$ cat config.mk
export PLATFORM = sky130hd
export DESIGN_NAME = uart_tx_arbiter_flat
export DESIGN_NICKNAME = d
export VERILOG_FILES = /design/src/rtl/uart_tx_arbiter_if.sv /design/src/rtl/uart_tx_arbiter.sv /design/src/flat_wrapper.sv
export SDC_FILE = /design/constraint.sdc
export NUM_CORES = 1
export LEC_CHECK = 0
export BUFFER_PORTS_ARGS = -buffer_cell sky130_fd_sc_hd__buf_4
export CORE_MARGIN = 8
export CORE_UTILIZATION = 50
export CTS_CLUSTER_DIAMETER = 80
export DETAILED_ROUTE_END_ITERATION = 8
export HOLD_SLACK_MARGIN = 0.1
export PLACE_DENSITY = 0.82
export SETUP_SLACK_MARGIN = 0.3
export SLEW_MARGIN = 20
export SYNTH_ARGS = -nofsm -noshare
export SYNTH_HDL_FRONTEND = slang
export SYNTH_SLANG_ARGS = --single-unit
$ cat constraint.sdc
create_clock -name clk -period 5.95 [get_ports clk]
set_clock_uncertainty 0.05 [all_clocks]
set_input_delay 0 -clock clk [delete_from_list [all_inputs] [get_ports clk]]
set_output_delay 0 -clock clk [all_outputs]
set_load 0.005 [all_outputs]
$ cat src/rtl/uart_tx_arbiter_if.sv
// Requester-side byte streams and UART transmit handshake shared by the arbiter.
interface uart_tx_arbiter_if #(
    parameter int unsigned NUM_REQ = 4
);
    logic [NUM_REQ-1:0]   req_valid;
    logic [8*NUM_REQ-1:0] req_data;
    logic [NUM_REQ-1:0]   req_last;
    logic [NUM_REQ-1:0]   req_ready;
    logic [7:0]           tx_data;
    logic                 tx_transmit;
    logic                 tx_ready;

    modport master (
        input  req_valid, req_data, req_last, tx_ready,
        output req_ready, tx_data, tx_transmit
    );

    modport slave (
        output req_valid, req_data, req_last, tx_ready,
        input  req_ready, tx_data, tx_transmit
    );
endinterface

$ cat src/rtl/uart_tx_arbiter.sv
// Packet-granular round-robin arbiter sharing one UART transmitter among NUM_REQ requesters.
// Optional stalled-lock revocation is built when UART_ARB_LOCK_TIMEOUT_EN is defined.
module uart_tx_arbiter #(
    parameter int unsigned NUM_REQ = 4,
`ifdef UART_ARB_LOCK_TIMEOUT_EN
    parameter int unsigned LOCK_TIMEOUT = 50000,
`endif
    localparam int unsigned IDW = $clog2(NUM_REQ)
) (
    input  logic                clk,
    input  logic                reset_n,
    uart_tx_arbiter_if.master   bus,
`ifdef UART_ARB_LOCK_TIMEOUT_EN
    output logic                lock_timeout,
`endif
    output logic [IDW-1:0]      grant_id,
    output logic                locked
);

    localparam logic [1:0] ST_ARB   = 2'd0;
    localparam logic [1:0] ST_ISSUE = 2'd1;
    localparam logic [1:0] ST_GUARD = 2'd2;
    localparam logic [1:0] ST_DRAIN = 2'd3;

    logic [1:0]     state;
    logic [1:0]     state_nxt;
    logic [IDW-1:0] rr_ptr;
    logic [IDW-1:0] win;
    logic [IDW-1:0] cand;
    int unsigned    sidx;
    logic           found;
    logic           accept;
    logic           tmo_fire;

    // Modulo-NUM_REQ increment; NUM_REQ need not be a power of two.
    function automatic logic [IDW-1:0] inc_mod(input logic [IDW-1:0] x);
        return (x == IDW'(NUM_REQ - 1)) ? '0 : x + IDW'(1);
    endfunction

    // Ordered search from the rr pointer; a held lock narrows eligibility to grant_id.
    always_comb begin
        found = 1'b0;
        win   = rr_ptr;
        sidx  = 0;
        cand  = '0;
        for (int unsigned k = 0; k < NUM_REQ; k++) begin
            sidx = 32'(rr_ptr) + k;
            if (sidx >= NUM_REQ) begin
                sidx = sidx - NUM_REQ;
            end
            cand = IDW'(sidx);
            if (!found && bus.req_valid[cand] && (!locked || cand == grant_id)) begin
                found = 1'b1;
                win   = cand;
            end
        end
    end

    always_ff @(posedge clk or negedge reset_n) begin
        if (!reset_n) begin
            state <= ST_ARB;
        end else begin
            state <= state_nxt;
        end
    end

    // GUARD skips the cycle where the UART's registered tx_ready has not yet fallen.
    always_comb begin
        state_nxt     = state;
        accept        = 1'b0;
        bus.req_ready = '0;
        case (state)
            ST_ARB: begin
                if (bus.tx_ready && found) begin
                    accept        = 1'b1;
                    bus.req_ready = NUM_REQ'(1) << win;
                    state_nxt     = ST_ISSUE;
                end
            end
            ST_ISSUE: state_nxt = ST_GUARD;
            ST_GUARD: state_nxt = ST_DRAIN;
            ST_DRAIN: begin
                if (bus.tx_ready) begin
                    state_nxt = ST_ARB;
                end
            end
            default:  state_nxt = ST_ARB;
        endcase
    end

    always_ff @(posedge clk or negedge reset_n) begin
        if (!reset_n) begin
            bus.tx_data     <= 8'h00;
            bus.tx_transmit <= 1'b0;
            grant_id        <= '0;
            locked          <= 1'b0;
            rr_ptr          <= '0;
        end else begin
            bus.tx_transmit <= accept;
            if (accept) begin
                bus.tx_data <= bus.req_data[{win, 3'b000} +: 8];
                grant_id    <= win;
                if (bus.req_last[win]) begin
                    locked <= 1'b0;
                    rr_ptr <= inc_mod(win);
                end else begin
                    locked <= 1'b1;
                end
            end else if (tmo_fire) begin
                locked <= 1'b0;
                rr_ptr <= inc_mod(grant_id);
            end
        end
    end

`ifdef UART_ARB_LOCK_TIMEOUT_EN
    logic [15:0] tmo_cnt;
    logic        tmo_idle;

    // Counts cycles the lock owner sits idle in ARB; any acceptance restarts it.
    assign tmo_idle = locked && (state == ST_ARB) && !bus.req_valid[grant_id];
    assign tmo_fire = tmo_idle && (tmo_cnt == 16'(LOCK_TIMEOUT - 1));

    always_ff @(posedge clk or negedge reset_n) begin
        if (!reset_n) begin
            tmo_cnt      <= 16'd0;
            lock_timeout <= 1'b0;
        end else begin
            lock_timeout <= tmo_fire;
            if (accept || tmo_fire) begin
                tmo_cnt <= 16'd0;
            end else if (tmo_idle) begin
                tmo_cnt <= tmo_cnt + 16'd1;
            end
        end
    end
`else
    assign tmo_fire = 1'b0;
`endif

endmodule

$ cat src/flat_wrapper.sv
// flat-port wrapper written by rule: the top's interface ports become plain ports
module uart_tx_arbiter_flat 
#(
    parameter int unsigned NUM_REQ = 4,

    localparam int unsigned IDW = $clog2(NUM_REQ)
)
  (clk, reset_n, grant_id, locked, bus_req_valid, bus_req_data, bus_req_last, bus_tx_ready, bus_req_ready, bus_tx_data, bus_tx_transmit);
  uart_tx_arbiter_if #(.NUM_REQ(NUM_REQ)) bus_i ();
  input  logic clk;
  input  logic reset_n;
  output logic [IDW-1:0] grant_id;
  output logic locked;
  input wire logic [$bits(bus_i.req_valid)-1:0] bus_req_valid;
  input wire logic [$bits(bus_i.req_data)-1:0] bus_req_data;
  input wire logic [$bits(bus_i.req_last)-1:0] bus_req_last;
  input wire logic [$bits(bus_i.tx_ready)-1:0] bus_tx_ready;
  output wire logic [$bits(bus_i.req_ready)-1:0] bus_req_ready;
  output wire logic [$bits(bus_i.tx_data)-1:0] bus_tx_data;
  output wire logic [$bits(bus_i.tx_transmit)-1:0] bus_tx_transmit;
  assign bus_i.req_valid = bus_req_valid;
  assign bus_i.req_data = bus_req_data;
  assign bus_i.req_last = bus_req_last;
  assign bus_i.tx_ready = bus_tx_ready;
  assign bus_req_ready = bus_i.req_ready;
  assign bus_tx_data = bus_i.tx_data;
  assign bus_tx_transmit = bus_i.tx_transmit;
  uart_tx_arbiter #(.NUM_REQ(NUM_REQ)) u_core (.clk(clk), .reset_n(reset_n), .bus(bus_i), .grant_id(grant_id), .locked(locked));
endmodule
==> Yosys cells after proc, flatten, opt, wreduce, memory -nomap -nowiden <==
Index checks and enable logic that the tools add are counted.
{ "totals": {"latch_bits": 0, "register_bits": 16, "output_inout_bits": 16, "inputBits": 43, "memories": 0, "romBits": 0, "wordCells": 85, "ram_bits": 0} }
{ "classes": {"div": 0, "order_cmp": 9, "n_bitwise": 0, "n_addsub": 8, "reduce_logical": 19, "n_mul": 0, "n_mux": 31, "shift": 2, "n_eq_ne": 10} }
{ "ops": {"columns": ["operator", "count"], "rows": [
  ["$shiftx 32x6->8", 1],
  ["$mux 2", 11],
  ["$lt 2x3->1 const B", 5],
  ["$mux 1", 12],
  ["$bmux 1 s2", 5],
  ["$ge 3x3->1 const B", 3],
  ["$eq 2x2->1", 4],
  ["$logic_and 1x1->1", 8],
  ["$mux 4", 2],
  ["$pmux 2 s4", 1],
  ["$sub 2x1->2 const B", 4],
  ["$add 2x2->3 const B", 2],
  ["$eq 2x2->1 const B", 3],
  ["$logic_not 1->1", 4],
  ["$logic_or 1x1->1", 4],
  ["$reduce_and 2->1", 2],
  ["$shl 1x2->4 const A", 1],
  ["$add 2x1->3 const B", 1],
  ["$ge 2x3->1 const B", 1],
  ["$add 2x1->2 const B", 1],
  ["$eq 2x1->1 const B", 1],
  ["$logic_not 2->1", 1],
  ["$ne 2x1->1 const B", 1],
  ["$ne 2x2->1 const B", 1]
]} }

==> Depth between registers and ports, before layout <==
{ "depth": {"depth_word": 22, "mapped_depth": 13, "mapped_depth_nobuf": 10} }

==> Least setup slack after synthesis <==
Ideal clock, no wire load.
{ "synth_path": {"path_type": "register to register", "startpoint": "register u_core.grant_id[1]", "endpoint": "register u_core.rr_ptr[1]", "path_buffers": 2, "path_stages_with_launch": 11, "setup_ns": 0.128, "period_less_slack_ns": 2.587, "arrival_ns": 2.409, "slack_ns": 3.363, "required_time_ns": 5.772, "cell_sequence": "dfrtp_1 -> buf_6 -> and3b_1 -> o311ai_2 -> nor2_1 -> or3_4 -> o22ai_4 -> buf_6 -> inv_1 -> ha_1 -> mux2_1"} }
{ "synth_between": {"elab_chain_cells": 20, "elab_cells_between_ends": 35, "cone_classes": "1 x add/sub; 5 x eq/ne; 13 x mux; 16 x reduce/logical"} }
{ "synth_lines": {"columns": ["element", "line_no", "source"], "rows": [
  ["from (decl)", "uart_tx_arbiter.sv:16", "output logic [IDW-1:0] grant_id,"],
  ["from (signal assigned)", "uart_tx_arbiter.sv:102", "grant_id <= win;"],
  ["$eq 2x2->1", "uart_tx_arbiter.sv:52", "if (!found && bus.req_valid[cand] && (!locked || cand == grant_id)) begin"],
  ["$logic_or 1x1->1", "uart_tx_arbiter.sv:52", null],
  ["$logic_and 1x1->1", "uart_tx_arbiter.sv:52", null],
  ["$mux 1", "uart_tx_arbiter.sv:52", null],
  ["$logic_not 1->1", "uart_tx_arbiter.sv:52", null],
  ["$logic_and 1x1->1 (2 in a row)", "uart_tx_arbiter.sv:52", null],
  ["$mux 1", "uart_tx_arbiter.sv:52", null],
  ["$logic_not 1->1", "uart_tx_arbiter.sv:52", null],
  ["$logic_and 1x1->1 (2 in a row)", "uart_tx_arbiter.sv:52", null],
  ["$mux 1", "uart_tx_arbiter.sv:52", null],
  ["$logic_not 1->1", "uart_tx_arbiter.sv:52", null],
  ["$logic_and 1x1->1 (2 in a row)", "uart_tx_arbiter.sv:52", null],
  ["$mux 1", "uart_tx_arbiter.sv:52", null],
  ["$logic_and 1x1->1", "uart_tx_arbiter.sv:74", "if (bus.tx_ready && found) begin"],
  ["$mux 1", "uart_tx_arbiter.sv:74", null],
  ["$mux 1", "uart_tx_arbiter.sv:72", "case (state)"],
  ["$reduce_and 2->1 (no line)", null, null],
  ["to (signal assigned)", "uart_tx_arbiter.sv:105", "rr_ptr <= inc_mod(win);"],
  ["to (signal assigned)", "uart_tx_arbiter.sv:111", "rr_ptr <= inc_mod(grant_id);"],
  ["to (decl)", "uart_tx_arbiter.sv:27", "logic [IDW-1:0] rr_ptr;"]
]} }
Several ways; a longest one is shown, not always the timed one. The select of a mux whose other input is x is not followed.
A chain may end at the register's enable or synchronous reset.

==> Worst setup path after layout <==
{ "layout_path": {"startpoint": "register u_core.rr_ptr[1]", "endpoint": "output port bus_req_ready[2]"} }
{ "layout_between": {"elab_chain_cells": 21, "elab_cells_between_ends": 53, "cone_classes": "7 x add/sub; 4 x order compare; 4 x eq/ne; 1 x shift; 22 x mux; 15 x reduce/logical"} }
{ "layout_lines": {"columns": ["element", "line_no", "source"], "rows": [
  ["branches (longest 19 deep; another with $add 2x1->3)", null, null],
  ["$mux 4 (*)", "uart_tx_arbiter.sv:74", null],
  ["$mux 4 (*)", "uart_tx_arbiter.sv:72", null],
  ["to (decl)", "flat_wrapper.sv:18", "output wire logic [$bits(bus_i.req_ready)-1:0] bus_req_ready;"]
]} }
Mark *: on every way between the ends. The select of a mux whose other input is x is not followed.

==> key figures <==
Floorplan
  • Boundary pin count: around 60
  • Die area: 5030 µm²
  • Die width: around 71 µm
  • Die Ht: just over 70 µm
  • Initial core utilization: 0.511
  • Core Region: ~3000 µm²
  • Rows: 20

Synth
  • Asr flop ratio synth: 1.00
  • Synth cell types: 45
  • Post-Synth Adder-Cell Area: 0.0332
  • Synthesized flop and latch total: 16
  • XOR/XNOR Fraction of Synth Area: 0.0232
  • EDFF count, synth: 0
  • Synth Area in Simple Gates: 0.140
  • Avg Inst Size Synth: approximately 9.3 µm²
  • Main combinational cell family by area after synthesis: multiplexers
  • Ys flop type: dfrtp_1
  • Post-synthesis sequential area ratio: 0.265
  • Post-synthesis cell area: about 1500 µm²
  • Mux share of post-synthesis cell area: 0.240
  • Ys Warns: 0
  • Cells after synthesis: 162
  • Syn_nets: roughly 210
  • Complex-gate fraction of the synthesized area: 0.216

Cells and area
  • Final #Nets: roughly 270
  • Filler cells: between 200 and 250
  • Commonest non-fill, non-tap cell in the layout: buf_4
  • FF+latch area: 400 µm²
  • Layout cells sized above 1: 0.407
  • Core Util, Final: 0.668
  • Diode count: 0
  • Area taken by multi-input logic gates: ~1000 µm²
  • Area growth, synth to finish: 30.7%
  • Commonest cells after routing, fill and taps aside: 58 x buf_4, 22 x mux2i_1, 19 x nand2_1

Clock network
  • CTS sink cnt: 16
  • Setup bufs post-CTS: 0
  • Htree depth: 1
  • Inserted Clock Buffers: 3
  • Worst-path clk slew: roughly 100 ps
  • Worst skew pair latency: around 280 ps
  • CTS tree: yes
  • Buffer depth of the longest clock path: 2
  • Root Driver: clkbuf_4
  • Post-CTS Resized: 0

STA
  • Worst-Margin Slew: between 1000 and 1500 ps
  • Setup tns final: 0 ps
  • Final-report setup violation count: 0
  • Final setup margin: approximately 2400 ps
  • Tmin final: around 3600 ps
  • Hold Vio Cnt, Final: 0
  • Final Max Tran Viols: 0
  • Tcrit/Tclk final: 0.605
  • WHS: approximately 110 ps
  • Worst relative slew slack: 0.321
  • RSZ-0062 raised after global routing: no
  • Fmax: between 0.2 and 0.3 GHz

Critical path
  • Reg-to-reg slack, setup: ~2500 ps
  • Required time of the critical path: between 5000 and 6000 ps
  • WP depth: 8
  • Crit path DAT: 3550 ps
  • Crit path launch type: register
  • Buf/Inv on CP: 2
  • Critical path cell sequence: xor2_1 > and3_1 > o31ai_1 > nand2_1 > o311ai_4 > inv_1 > and3_1 > buf_4
  • Max FO, Critical Path: 23
  • Most Frequent Cell on Critical Path: and3_1
  • Worst path max stage delay: between 900 and 1000 ps
  • CP max stage cell: o311ai_4
  • Cell depth of the worst flop-to-flop path: 8
  • CP Class: register to primary output
  • Cell family with most CP delay: compound AO/OA/AOI/OAI gates
  • CP endpoint kind: primary output

Drt
  • DRT Pass-1 Iters: 4
  • Final ANT Viol Nets: 0
  • Vias/cell: between 5 and 6
  • Remaining DRCs: 0
  • DR iter-0 viols: 93
  • Wire per inst: 16.0 µm
  • Post-detailed-routing wire length: between 3 and 4 mm
  • Routed vias: approximately 1,400

Global route
  • Vias in the first global route: about 1,600
  • Largest net degree at the start of global routing: 24
  • First-pass GRT wire length: about 7 mm
  • GRT Util Overall: 0.162
  • Initial antenna violation count: 0
  • Global route total overflow: 0

Placed design
  • Dpl hpwl: ~3.1 mm
  • Placer Congestion: slightly above 0.9
  • PortBufs: 58
  • Post-Place Worst Slack: ~2500 ps

Power
  • Switching Share: 0.475
  • Sequential power share: 0.220
  • Int Pwr: around 0.6 mW
  • Peak supply drop: 0.000276 V
  • Sw Pwr: between 0.5 and 0.6 mW
  • Clk pwr share: 0.050
  • PnR Total Power: roughly 1.1 mW
  • PwrDens: about 580 nW/µm²
  • Leak: a little under 1 nW
  • Combinational fraction of design power: 0.730

Min path
  • Min-Delay Path Class: input pin to register
  • Hold depth: 4

Flow run
  • Max Cap Viol: 0

Run status
  • Status: complete, no violations
[stage by stage]
step,cell area (µm²),instances
global placement,1910,242
global route,1970,249
floorplan,1510,162
detailed placement,1910,242
CTS,1970,249
finish,1970,249
[worst min-delay path: stages]
cell	delay, ps
buf_4	80
mux2i_1	80
o22ai_2	160
a21oi_1	70
[area by class of cell]
type | instances | share of cell area
flip-flops and latches | 16 | 0.203
clock buffers | 3 | 0.0114
multi-input cells | 125 | 0.504
repair buffers | 62 | 0.241
inverters | 10 | 0.0190
well taps | 33 | 0.0209
[cells in the mapped netlist, types with 2 or more instances]
master / instances / area (µm²)
a21oi_1: 6 / 30.0
o21ai_0: 6 / 30.0
nand2_1: 19 / 71.3
o31ai_1: 2 / 15.0
mux2_2: 9 / 101
and3_1: 2 / 12.5
dfrtp_1: 16 / 400
and2_1: 2 / 12.5
nor3_1: 2 / 10.0
nand3_1: 2 / 10.0
mux2_4: 2 / 30.0
buf_6: 3 / 33.8
mux2i_1: 22 / 220
nor2b_1: 3 / 18.8
o21ai_2: 8 / 70.1
xor2_1: 3 / 26.3
o22a_1: 2 / 17.5
o311ai_2: 2 / 32.5
inv_1: 10 / 37.5
ha_1: 4 / 50.1
buf_2: 3 / 15.0
nor2_1: 9 / 33.8
buf_4: 2 / 15.0
clkbuf_1: 2 / 7.51
[routing by layer]
metal | global-route usage | part of all wire | up-vias
li1 | - | - | 694
met4 | 0.0439 | 0.0048 | 0
met2 | 0.296 | 0.51 | 50
met5 | 0 | 0 | -
met3 | 0.0480 | 0.065 | 2
met1 | 0.175 | 0.42 | 678
[power by group through the flow]
stage	sequential, mW	combinational [mW]	clock (mW)
after floorplan	0.198	0.728	0
after global placement	0.248	0.802	0
after detailed placement	0.249	0.833	0
after CTS	0.249	0.837	0.0578
after global routing	0.262	0.907	0.0625
final	0.250	0.832	0.0564
[state kept, by name (all words and copies together) (netlist names)]
signal / flops
u_core.locked: 1
u_core.grant_id: 2
u_core.bus.tx_transmit: 1
u_core.rr_ptr: 2
u_core.state: 2
u_core.bus.tx_data: 8
[path summary, 6_finish.rpt]
kind,startpoint,end
max in group asynchronous,reset_n,u_core.grant_id[0]
max reg2reg,u_core.rr_ptr[1],u_core.rr_ptr[1]
min reg2reg,u_core.bus.tx_data[3],u_core.bus.tx_data[3]
min in group asynchronous,reset_n,u_core.bus.tx_data[2]
max,u_core.rr_ptr[1],bus_req_ready[2]
min,bus_req_last[0],u_core.locked
[what timing repair did]
action / CTS / global route
setup endpoints to repair: 0 / 0
hold buffers: 4 / 0
endpoints found under the hold margin: 18 / 0
[cell families after synthesis]
family	Yosys count
AND/OR/NAND/NOR	44
AO/OA/AOI/OAI	39
multiplexers	34
buffers and inverters	21
flip-flops	16
XOR/XNOR	4
adder cells (fa/ha/maj)	4
No activity file was read; power rests on OpenSTA's default activity.
